<file path="config.mk">
export PLATFORM = sky130hd
export DESIGN_NAME = mem_access_unit
export DESIGN_NICKNAME = d
export VERILOG_FILES = /design/src/rtl/mem_access_unit.sv
export SDC_FILE = /design/constraint.sdc
export NUM_CORES = 1
export LEC_CHECK = 0
export CORE_ASPECT_RATIO = 1.2
export CORE_UTILIZATION = 45
export DETAILED_ROUTE_END_ITERATION = 7
export MAX_ROUTING_LAYER = met4
export PLACE_DENSITY = 0.82
export SLEW_MARGIN = 20
export SYNTH_ARGS = -nofsm -noshare
export SYNTH_HDL_FRONTEND = slang
export SYNTH_SLANG_ARGS = --single-unit
export TNS_END_PERCENT = 20
</file>
<file path="constraint.sdc">
create_clock -name clk -period 2.6 [get_ports clk]
set_input_delay 0.65 -clock clk [delete_from_list [all_inputs] [get_ports clk]]
set_output_delay 0.65 -clock clk [all_outputs]
set_load 0.1 [all_outputs]
</file>
<file path="src/rtl/mem_access_unit.sv">
// mem_access_unit: multi-cycle load/store unit for the memory stage.
// One Avalon-style transfer per request, with lane steering and load extension.
module mem_access_unit (
    input  logic        clk,
    input  logic        reset_n,
    input  logic        start,
    input  logic [5:0]  opcode,
    input  logic [31:0] eff_addr,
    input  logic [31:0] store_data,
    output logic        busy,
    output logic        done,
    output logic        addr_err,
    output logic [31:0] load_data,
    output logic [31:0] address,
    output logic        read,
    output logic        write,
    output logic [3:0]  byteenable,
    output logic [31:0] writedata,
    input  logic [31:0] readdata,
    input  logic        waitrequest
);

    localparam logic [5:0] OP_LB  = 6'd32;
    localparam logic [5:0] OP_LH  = 6'd33;
    localparam logic [5:0] OP_LW  = 6'd34;
    localparam logic [5:0] OP_LBU = 6'd36;
    localparam logic [5:0] OP_LHU = 6'd37;
    localparam logic [5:0] OP_SB  = 6'd40;
    localparam logic [5:0] OP_SH  = 6'd41;
    localparam logic [5:0] OP_SW  = 6'd43;

    typedef enum logic [1:0] {
        S_IDLE,
        S_BUS,
        S_DONE,
        S_ERR
    } state_t;

    state_t      state;
    logic [5:0]  op_q;
    logic [1:0]  off_q;

    logic        req_ok;
    logic        is_load;
    logic [3:0]  be_n;
    logic [31:0] wd_n;

    logic [7:0]  sel_byte;
    logic [15:0] sel_half;
    logic [31:0] ld_n;

    // Decode the incoming request: legality, direction, lanes and steered data.
    always_comb begin
        req_ok  = 1'b0;
        is_load = 1'b1;
        be_n    = 4'b1111;
        wd_n    = store_data;
        case (opcode)
            OP_LB, OP_LBU: begin
                req_ok = 1'b1;
            end
            OP_LH, OP_LHU: begin
                req_ok = ~eff_addr[0];
            end
            OP_LW: begin
                req_ok = (eff_addr[1:0] == 2'b00);
            end
            OP_SB: begin
                req_ok  = 1'b1;
                is_load = 1'b0;
                be_n    = 4'b0001 << eff_addr[1:0];
                wd_n    = {4{store_data[7:0]}};
            end
            OP_SH: begin
                req_ok  = ~eff_addr[0];
                is_load = 1'b0;
                be_n    = eff_addr[1] ? 4'b1100 : 4'b0011;
                wd_n    = {2{store_data[15:0]}};
            end
            OP_SW: begin
                req_ok  = (eff_addr[1:0] == 2'b00);
                is_load = 1'b0;
            end
            default: begin
                req_ok = 1'b0;
            end
        endcase
    end

    // Pick the addressed lane out of the bus word and extend it.
    always_comb begin
        case (off_q)
            2'd1:    sel_byte = readdata[15:8];
            2'd2:    sel_byte = readdata[23:16];
            2'd3:    sel_byte = readdata[31:24];
            default: sel_byte = readdata[7:0];
        endcase
        sel_half = off_q[1] ? readdata[31:16] : readdata[15:0];
        case (op_q)
            OP_LB:   ld_n = {{24{sel_byte[7]}}, sel_byte};
            OP_LBU:  ld_n = {24'h0, sel_byte};
            OP_LH:   ld_n = {{16{sel_half[15]}}, sel_half};
            OP_LHU:  ld_n = {16'h0, sel_half};
            default: ld_n = readdata;
        endcase
    end

    // Control FSM with all outputs registered.
    always_ff @(posedge clk or negedge reset_n) begin
        if (!reset_n) begin
            state      <= S_IDLE;
            op_q       <= 6'd0;
            off_q      <= 2'd0;
            busy       <= 1'b0;
            done       <= 1'b0;
            addr_err   <= 1'b0;
            load_data  <= 32'h0;
            address    <= 32'h0;
            read       <= 1'b0;
            write      <= 1'b0;
            byteenable <= 4'b0000;
            writedata  <= 32'h0;
        end else begin
            case (state)
                S_IDLE: begin
                    if (start) begin
                        op_q  <= opcode;
                        off_q <= eff_addr[1:0];
                        busy  <= 1'b1;
                        if (req_ok) begin
                            state      <= S_BUS;
                            address    <= {eff_addr[31:2], 2'b00};
                            byteenable <= be_n;
                            writedata  <= wd_n;
                            read       <= is_load;
                            write      <= ~is_load;
                        end else begin
                            state     <= S_ERR;
                            done      <= 1'b1;
                            addr_err  <= 1'b1;
                            load_data <= 32'h0;
                        end
                    end
                end
                S_BUS: begin
                    if (!waitrequest) begin
                        state    <= S_DONE;
                        read     <= 1'b0;
                        write    <= 1'b0;
                        done     <= 1'b1;
                        addr_err <= 1'b0;
                        if (read) begin
                            load_data <= ld_n;
                        end
                    end
                end
                S_DONE, S_ERR: begin
                    state    <= S_IDLE;
                    busy     <= 1'b0;
                    done     <= 1'b0;
                    addr_err <= 1'b0;
                end
                default: begin
                    state <= S_IDLE;
                end
            endcase
        end
    end

endmodule

</file>
Word-level counts from Yosys, hierarchy flattened
Cells that the tools add are included.
{"block": "word_totals", "ff_bits": 113, "output_inout_bits": 105, "word_cells": 84}
{"block": "op_classes", "eq_ne": 23, "n_shift": 1, "n_mux": 31, "bitwise": 1, "n_reduce_logical": 16}
{"operator": "2-to-1 mux 32 bit", "count": 4}
{"operator": "one-hot mux 32 bit (2 select lines)", "count": 2}
{"operator": "one-hot mux 32 bit (4 select lines)", "count": 1}
{"operator": "equality test 6 bit (second input constant)", "count": 12}
{"operator": "one-hot mux 8 bit (3 select lines)", "count": 1}
{"operator": "2-to-1 mux 16 bit", "count": 1}
{"operator": "2-to-1 mux 1 bit", "count": 10}
{"operator": "!= test 2 bit (second input constant)", "count": 5}
{"operator": "one-hot mux 1 bit (3 select lines)", "count": 3}
{"operator": "OR reduction 3 bit", "count": 3}
{"operator": "equality test 2 bit (second input constant)", "count": 4}
{"operator": "one-hot mux 4 bit (2 select lines)", "count": 1}
{"operator": "2-to-1 mux 2 bit", "count": 3}
{"operator": "one-hot mux 1 bit (2 select lines)", "count": 3}
{"operator": "one-hot mux 2 bit (3 select lines)", "count": 1}
{"operator": "AND reduction 2 bit", "count": 3}
{"operator": "AND reduction 3 bit", "count": 2}
{"operator": "AND reduction 5 bit", "count": 1}
{"operator": "equality test 2 x 1 -> 1 bit (second input constant)", "count": 2}
{"operator": "logical NOT 2 bit", "count": 2}
{"operator": "2-to-1 mux 4 bit", "count": 1}
{"operator": "AND reduction 4 bit", "count": 1}
{"operator": "nonzero test 2 bit", "count": 2}
{"operator": "OR reduction 2 bit", "count": 2}
{"operator": "other kinds (2)", "count": 2}

Longest topological paths before layout
Gate-level depths: netlist (run 1).
{"block": "logic_depth", "ltp_word": 6, "depth_mapped": 8}

Least setup slack after synthesis (run 1)
Ideal clock, no wire load.
{"block": "synth_path", "kind": "reg2reg", "start": "register read", "end": "register load_data[5]", "t_arrival_ns": 2.075, "required_time_ns": 2.472, "path_slack_ns": 0.397, "stages_incl_launch_ff": 6, "n_path_buf": 1, "period_less_slack_ns": 2.203, "cell_sequence": "dfrtp_1 nand3b_1 a21oi_1 o31a_1 buf_4 mux2_1"}
{"block": "synth_between", "elab_chain_len": 2}
{"element": "start: declaration", "line_no": "15", "text": "output logic read,"}
{"element": "start signal: assignment", "line_no": "135", "text": "read <= is_load;"}
{"element": "!= test 2 bit (no source line)"}
{"element": "AND reduction 5 bit (no source line)"}
{"element": "end signal: assignment", "line_no": "153", "text": "load_data <= ld_n;"}
{"element": "end: declaration", "line_no": "13", "text": "output logic [31:0] load_data,"}
No other way between the ends.
A chain may end at the register's enable or synchronous reset.

Worst setup path in the final report (run 1)
{"block": "layout_path", "start": "input port start", "end": "register writedata[16]"}
{"block": "layout_between", "elab_chain_len": 1}
{"element": "start: declaration", "line_no": "6", "text": "input logic start,"}
{"element": "AND reduction 3 bit (no source line)"}
{"element": "end signal: assignment", "line_no": "134", "text": "writedata <= wd_n;"}
{"element": "end: declaration", "line_no": "18", "text": "output logic [31:0] writedata,"}
No other way between the ends.

==> results of run 1 <==
per-layer routing:
layer	track usage, %	wire, um	up-vias
met2	43.9	7930	259
met4	9.69	337	0
li1	-	-	2125
met5	-	0	-
met1	31.9	6470	2310
met3	7.69	1410	21
worst max-delay path, cell delays in order:
cell and delay [ns]:
clkdlybuf4s50_1 0.48, nor3b_1 0.31, and4_1 0.27, and2_2 0.22
buf_12 0.22, mux2_2 0.37
per-stage QoR:
step / hold WS [ns] / setup slack (ns) / util [%] / cell area (um^2)
after global routing: 0.235 / 0.281 / 70.0 / 8440
after floorplan: 0.354 / 0.397 / - / 5580
after detailed placement: 0.481 / -0.118 / 64.5 / 7780
after CTS: 0.224 / 0.149 / 69.9 / 8430
after global placement: 0.476 / -0.00908 / 64.5 / 7780
final: 0.209 / 0.346 / 70.0 / 8440
layout by cell type, fill, tap and decap left out, drive strengths merged, types with 8 or more instances in the layout:
cell	Yosys	final
a21oi	20	20
buf	24	143
clkbuf	8	19
clkdlybuf4s50	0	104
dfrtp	113	113
inv	11	11
mux2	100	100
mux2i	14	14
mux4	8	8
nor2	34	34
nor3	17	17
nor4	9	9
o21ai	19	19
o2bb2ai	16	16
registers in the layout, indices dropped and copies added (netlist names):
signal and flops:
read 1, load_data 32, state 2, writedata 32, done 1, write 1
off_q 2, addr_err 1, byteenable 4, busy 1, address 30, op_q 6
cells by family (layout without fill, tap and decap cells):
group | count (synthesis) | count (layout) | synth area share (%)
other cells | 1 | 2 | 0.0673
mux | 122 | 122 | 26.8
simple gates | 87 | 87 | 8.13
flops | 113 | 113 | 50.8
buf+inv | 44 | 291 | 4.06
compound gates | 83 | 83 | 10.2
layout make-up:
type / instances / share of cell area, %
Sequential cell: 113 / 33.5
Tap cell: 161 / 2.39
Clock inverter: 13 / 2.49
Timing Repair Buffer: 247 / 25.8
Inverter: 12 / 0.534
Multi-Input combinational cell: 294 / 30.1
Clock buffer: 19 / 5.25
worst paths after layout:
check	start	end	slack, ns	cells past startpoint
worst min-delay path	reset_n	load_data[6]	0.21	1
max in group asynchronous	reset_n	address[27]	1.74	2
worst max register to register	off_q[1]	load_data[10]	0.48	5
min in group clk	load_data[26]	load_data[26]	0.50	1
worst max-delay path	start	writedata[16]	0.35	6
worst min register to register	load_data[26]	load_data[26]	0.50	1
cells in the mapped netlist (2+ instances only):
library cell	n	area, um^2
a21o_1	3	22.5
a21oi_1	20	100
a31oi_1	4	25.0
buf_1	2	7.51
buf_2	15	75.1
buf_4	3	22.5
buf_6	4	45.0
clkbuf_1	7	26.3
dfrtp_1	113	2830
inv_1	11	41.3
mux2_1	3	33.8
mux2_2	85	957
mux2_4	12	180
mux2i_1	14	140
mux4_2	8	180
nand2_1	6	22.5
nand2b_1	6	37.5
nand3_1	3	15.0
nor2_1	34	128
nor2b_1	3	18.8
nor3_1	16	80.1
nor4_1	9	56.3
o211ai_1	3	22.5
o21ai_0	19	95.1
o21bai_1	2	15.0
o221ai_1	7	61.3
o2bb2ai_1	16	140
o31a_1	2	17.5
o31ai_2	2	25.0
==> run summary, run 1 <==
total track usage: 26.8%
Starting Density: 46.2%
I/O pin count: 211
Inserted Clock Buffers: 17
dpl hpwl: 11.9 mm
Die ar.: 12800 um^2
DR DRC count: 0
Post CTS Setup Buffer Count: 0
Area Overhead vs Synth: 51.5%
YS warnings: 0
Seq/Total Area, Yosys: 50.8%
max frequency: 444 MHz
via count: 4715
Hold Buf Count CTS: 0
non-filler cells, final: 859
n_diodes: 0
Port Buf Inserts: 208
Setup TNS Final: 0 ns
CTS Sinks: 113
syn avg cell area: 12.4 um^2
row count: 44
Synth Flop Type: dfrtp_1
fraction of layout cells with a size suffix above 1: 41.0%
Resized Gates After CTS: 0
final setup fails: 0
mapped cell area: 5570 um^2
endpoints failing hold: 0
Worst-path clk slew: 0.06 ns
synth unique cells: 47
gpl congestion: 0.913
Synth Instances: 450
antenna violations before repair: 0
worst-path fanout max: 30
kind of critical path: in2reg
run status: complete, no violations
asr flop ratio synth: 100%
Routed Antenna Nets: 0
Final period util: 86.7%
fill count: 862
Storage cell area: 2830 um^2
via-per-instance ratio: 5.49
worst slew pin tran: 0.726 ns
Die Y: 124 um
Multi-input gate area: 2540 um^2
total grt overflow: 0
DR WL/cell: 18.8 um
RSZ-0062 raised after global routing: no
Layout Nets: 791
drt total wl: 16.1 mm
placed cells: 827
clock buffer depth: 2
clock skew: 0.00780 ns
cell chosen for the clock root: clkbuf_16
min Tclk post-route: 2.25 ns
core area: 12100 um^2
startpoint types: primary input
max_cap viols: 0
first-pass GRT wire length: 25.5 mm
Final Max Tran Viols: 0
CTS tree: yes
clk_lat worst skew: 0.40 ns
Yosys reg bits: 113
Worst Hold Class: in2async
Max-slew headroom: 51.6%
htree depth: 4
EDFF count, synth: 0
TritonRoute pass-1 iters: 4
WP data arrival: 2.54 ns
Die X: 104 um
Crit. End Element: flop
Critical Path RT: 2.88 ns
largest net degree at the start of global routing: 42
First DRT Iteration DRCs: 180
vias in the first global route: 4886
Power of run 1 is not shown: default switching activity piles up to over one toggle a cycle in this logic, so the estimate is an artifact.
==> run 2, diff against run 1 <==
GPL_TIMING_DRIVEN = 0   (was not set)
TNS_END_PERCENT = not set   (was 20)
==> run 2 against run 1 <==
Effect of this change:
- non-clock buffer count is 6 lower
- sequential cell count is the same
- via count increased by 1.5%
- hold slack worse by 0.017 ns
- wire length up 4.2%
- first-iteration DRC count rose by 42%
- register-to-register slack worse by 0.16 ns
- cell count is 0.70% lower
- largest cell class unchanged
==> run summary, run 2 (same netlist as run 1, synthesis figures left out) <==
total track usage: 27.4%
TritonRoute pass-1 iters: 5
startpoint types: flop
n_diodes: 0
core area: 12100 um^2
I/O pin count: 211
Port Buf Inserts: 207
Die X: 104 um
max frequency: 388 MHz
antenna violations before repair: 0
Storage cell area: 2830 um^2
worst-path fanout max: 2
Die Y: 124 um
Starting Density: 46.2%
largest net degree at the start of global routing: 60
Max-slew headroom: 32.0%
run status: complete, no violations
Worst-path clk slew: 0.06 ns
max_cap viols: 0
dpl hpwl: 12.3 mm
DR DRC count: 0
first-pass GRT wire length: 26.0 mm
drt total wl: 16.8 mm
kind of critical path: reg2out
Inserted Clock Buffers: 17
Final Max Tran Viols: 0
CTS Sinks: 113
fill count: 839
clock skew: 0.00761 ns
fraction of layout cells with a size suffix above 1: 24.4%
Critical Path RT: 1.95 ns
Max stage delay cell, worst path: clkdlybuf4s50_1
row count: 44
worst slew pin tran: 1.02 ns
commonest cells after routing, fill and taps aside: 165 x clkdlybuf4s50_1, 113 x dfrtp_1, 85 x mux2_2
slowest stage delay, CP: 1.16 ns
Crit. End Element: output pin
CTS tree: yes
crit-path leading delay family: buffers and inverters
Die ar.: 12800 um^2
crit path cell chain: clkdlybuf4s50_1
WP data arrival: 1.93 ns
clock buffer depth: 2
cell chosen for the clock root: clkbuf_16
Final period util: 99.1%
most common cell after layout, fill and taps aside: clkdlybuf4s50_1
Hold Buf Count CTS: 0
via count: 4787
min Tclk post-route: 2.58 ns
Layout Nets: 785
htree depth: 4
via-per-instance ratio: 5.61
Area Overhead vs Synth: 55.6%
gpl congestion: 0.874
Worst Hold Class: in2async
crit path buf inv count: 1
Multi-input gate area: 2530 um^2
First DRT Iteration DRCs: 255
vias in the first global route: 5093
endpoints failing hold: 0
clk_lat worst skew: 0.41 ns
Setup TNS Final: 0 ns
total grt overflow: 0
DR WL/cell: 19.7 um
final setup fails: 0
Routed Antenna Nets: 0
Largest regs: load_data (32), writedata (32), address (30)
==> run 2: through the flow <==
stage                     setup WS [ns]  util (%)  hold slack (ns)  cells  cell area, um^2
final                            0.0235      71.9            0.191    853             8670
after global routing           -0.00313      71.9            0.233    853             8670
after CTS                       0.00401      71.0            0.223    853             8570
after detailed placement         -0.471      65.3            0.473    820             7880
after global placement            -3.35      65.1            0.472    819             7850
after floorplan                   0.397         -            0.354    451             5580
==> run 2: worst paths after layout <==
check | from | endpoint | slack (ns) | cells past startpoint
min in group clk | load_data[27] | load_data[27] | 0.48 | 1
worst max register to register | op_q[1] | load_data[4] | 0.32 | 5
worst max-delay path | writedata[14] | writedata[14] | 0.02 | 1
max in group asynchronous | reset_n | writedata[8] | 1.74 | 2
worst min-delay path | reset_n | load_data[27] | 0.19 | 1
worst min register to register | load_data[27] | load_data[27] | 0.48 | 1
==> run 2: cell type report <==
type	count	area share (%)
Buffer	32	2.09
Clock buffer	19	5.22
Clock inverter	13	2.68
Inverter	12	0.520
Multi-Input combinational cell	294	29.2
Sequential cell	113	32.6
Tap cell	161	2.32
Timing Repair Buffer	209	25.3
==> run 2: timing repair <==
action / CTS / global route
gates resized for setup: 4 / 39
setup buffers: 1 / 0
pin swaps: 1 / 0
setup endpoints to repair: 7 / 55
==> run 2: per-layer routing <==
layer | wire [um] | global-route usage (%) | share of wire [%] | up-vias
li1 | - | - | - | 2107
met1 | 6390 | 29.2 | 38 | 2382
met2 | 8420 | 46.1 | 50 | 265
met3 | 1630 | 10.6 | 9.7 | 33
met4 | 380 | 11.8 | 2.3 | 0
met5 | 0 | - | 0 | -
Power of run 2 is left out for the same reason.
==> run 3, diff against run 2 <==
CORE_UTILIZATION = 57   (was 45)
DONT_BUFFER_PORTS = 1   (was not set)
PLACE_DENSITY = 0.75   (was 0.82)
clock period = 2.2 ns   (was 2.6 ns; I/O delays follow)
==> run 3 against run 2 <==
Effect of this change:
- register-to-register slack got worse by 0.18 ns
- sequential share of layout area rose by 12 points
- via count decreased by 20%
- the flow now finishes with violations (negative hold slack)
- core utilization down 4.8 points
- clock-buffer cell count grew 3
- highest routed layer unchanged
- die area decreased by 21%
- clock skew is 0.0024 ns lower
- first-iteration DRC count fell by 26%
- hold slack lost 0.35 ns
- critical endpoint is now load_data[4]
- design area decreased by 26%
- cell count fell by 29%
- largest cell class unchanged
==> run summary, run 3 (same netlist as run 1, synthesis figures left out) <==
run status: finished with violations
failing checks: negative hold slack
Area Overhead vs Synth: 14.6%
dpl hpwl: 9.55 mm
non-filler cells, final: 605
Largest regs: load_data (32), writedata (32), address (30)
clk_lat worst skew: 0.40 ns
commonest cells after routing, fill and taps aside: 112 x dfrtp_1, 85 x mux2_2, 34 x nor2_1
WHS: -0.160 ns
WP data arrival: 2.34 ns
most common cell after layout, fill and taps aside: dfrtp_1
clock buffer depth: 2
GR peak layer: met2
first-pass GRT wire length: 21.0 mm
DR WL/cell: 22.4 um
row count: 39
endpoints failing hold: 113
GR Util met3: 11.2%
RSZ-0062 raised after global routing: no
antenna violations before repair: 0
startpoint types: flop
Critical Path RT: 2.48 ns
crit path buf inv count: 2
I/O pin count: 211
First DRT Iteration DRCs: 189
cell chosen for the clock root: clkbuf_16
grt met1 use: 30.7%
total grt overflow: 0
crit-path leading delay family: simple AND/OR/NAND/NOR gates
max_cap viols: 0
via-per-instance ratio: 6.36
Max stage delay cell, worst path: or4b_4
Reg2Reg Setup Slack: 0.14 ns
Max-slew headroom: 37.4%
Crit. End Element: flop
via count: 3850
Post CTS Setup Buffer Count: 0
CTS tree: yes
Worst-path clk slew: 0.05 ns
Inserted Clock Buffers: 17
fraction of layout cells with a size suffix above 1: 34.4%
crit path cell chain: or4b_4 > buf_2 > buf_6 > nor3_1 > nor4_1 > mux2_2
Final Max Tran Viols: 0
drt total wl: 13.6 mm
core area: 9520 um^2
Setup TNS Final: 0 ns
clock skew: 0.00518 ns
n_diodes: 0
worst slew pin tran: 0.940 ns
Final period util: 93.4%
Die ar.: 10200 um^2
CTS Sinks: 113
TritonRoute pass-1 iters: 4
largest net degree at the start of global routing: 114
kind of critical path: reg2reg
Routed Antenna Nets: 0
total track usage: 28.2%
Starting Density: 58.6%
placed cells: 574
Die X: 92.3 um
min Tclk post-route: 2.06 ns
Port Buf Inserts: 0
slowest stage delay, CP: 0.56 ns
htree depth: 4
worst-path fanout max: 10
Worst Hold Class: in2async
fill count: 723
max frequency: 486 MHz
vias in the first global route: 4112
Die Y: 110 um
gpl congestion: 0.852
Layout Nets: 575
final setup fails: 0
DR DRC count: 0
met2 usage: 45.6%
run 3: cell type report:
cell class / instances / area, um^2 / area share [%]
clock inverter: 10 / 181 / 2.84
tap: 123 / 154 / 2.41
sequential: 113 / 2830 / 44.3
inverter: 12 / 45.0 / 0.705
multi-input combinational: 294 / 2530 / 39.6
clock buffer: 22 / 464 / 7.27
buffer: 31 / 179 / 2.80
run 3: per-stage QoR:
step | setup WS, ns | instance area (um^2) | util, % | hold slack (ns)
6_report | 0.144 | 6390 | 67.1 | -0.160
5_1_grt | 0.00225 | 6390 | 67.1 | -0.180
4_1_cts | 0.0313 | 6380 | 67.0 | -0.175
3_5_place_dp | -0.158 | 5730 | 60.2 | 0.257
3_3_place_gp | -0.111 | 5730 | 60.2 | 0.257
2_1_floorplan | 0.158 | 5580 | - | 0.254
run 3: final timing paths:
kind                                      end         from  cells after the start
worst max-delay path             load_data[4]      op_q[1]                      6
worst min register to register        op_q[5]      op_q[5]                      1
min in group clk                     state[0]  waitrequest                      1
max in group asynchronous                read      reset_n                      0
worst min-delay path            load_data[28]      reset_n                      0
worst max register to register   load_data[4]      op_q[1]                      6
run 3: timing repair:
| item | 4_1_cts | 5_1_grt |
|---|---|---|
| endpoints found under the setup margin | 0 | 69 |
| resized for setup | 0 | 5 |
| hold endpoints to repair | 113 | 113 |
run 3: metal layers:
metal / routed length, um / vias up / part of all wire [%]
met1: 4950 / 1908 / 36
met5: 0 / - / 0
met4: 267 / 0 / 2.0
met2: 6880 / 219 / 51
li1: - / 1694 / -
met3: 1470 / 29 / 11
Power of run 3 is left out for the same reason.
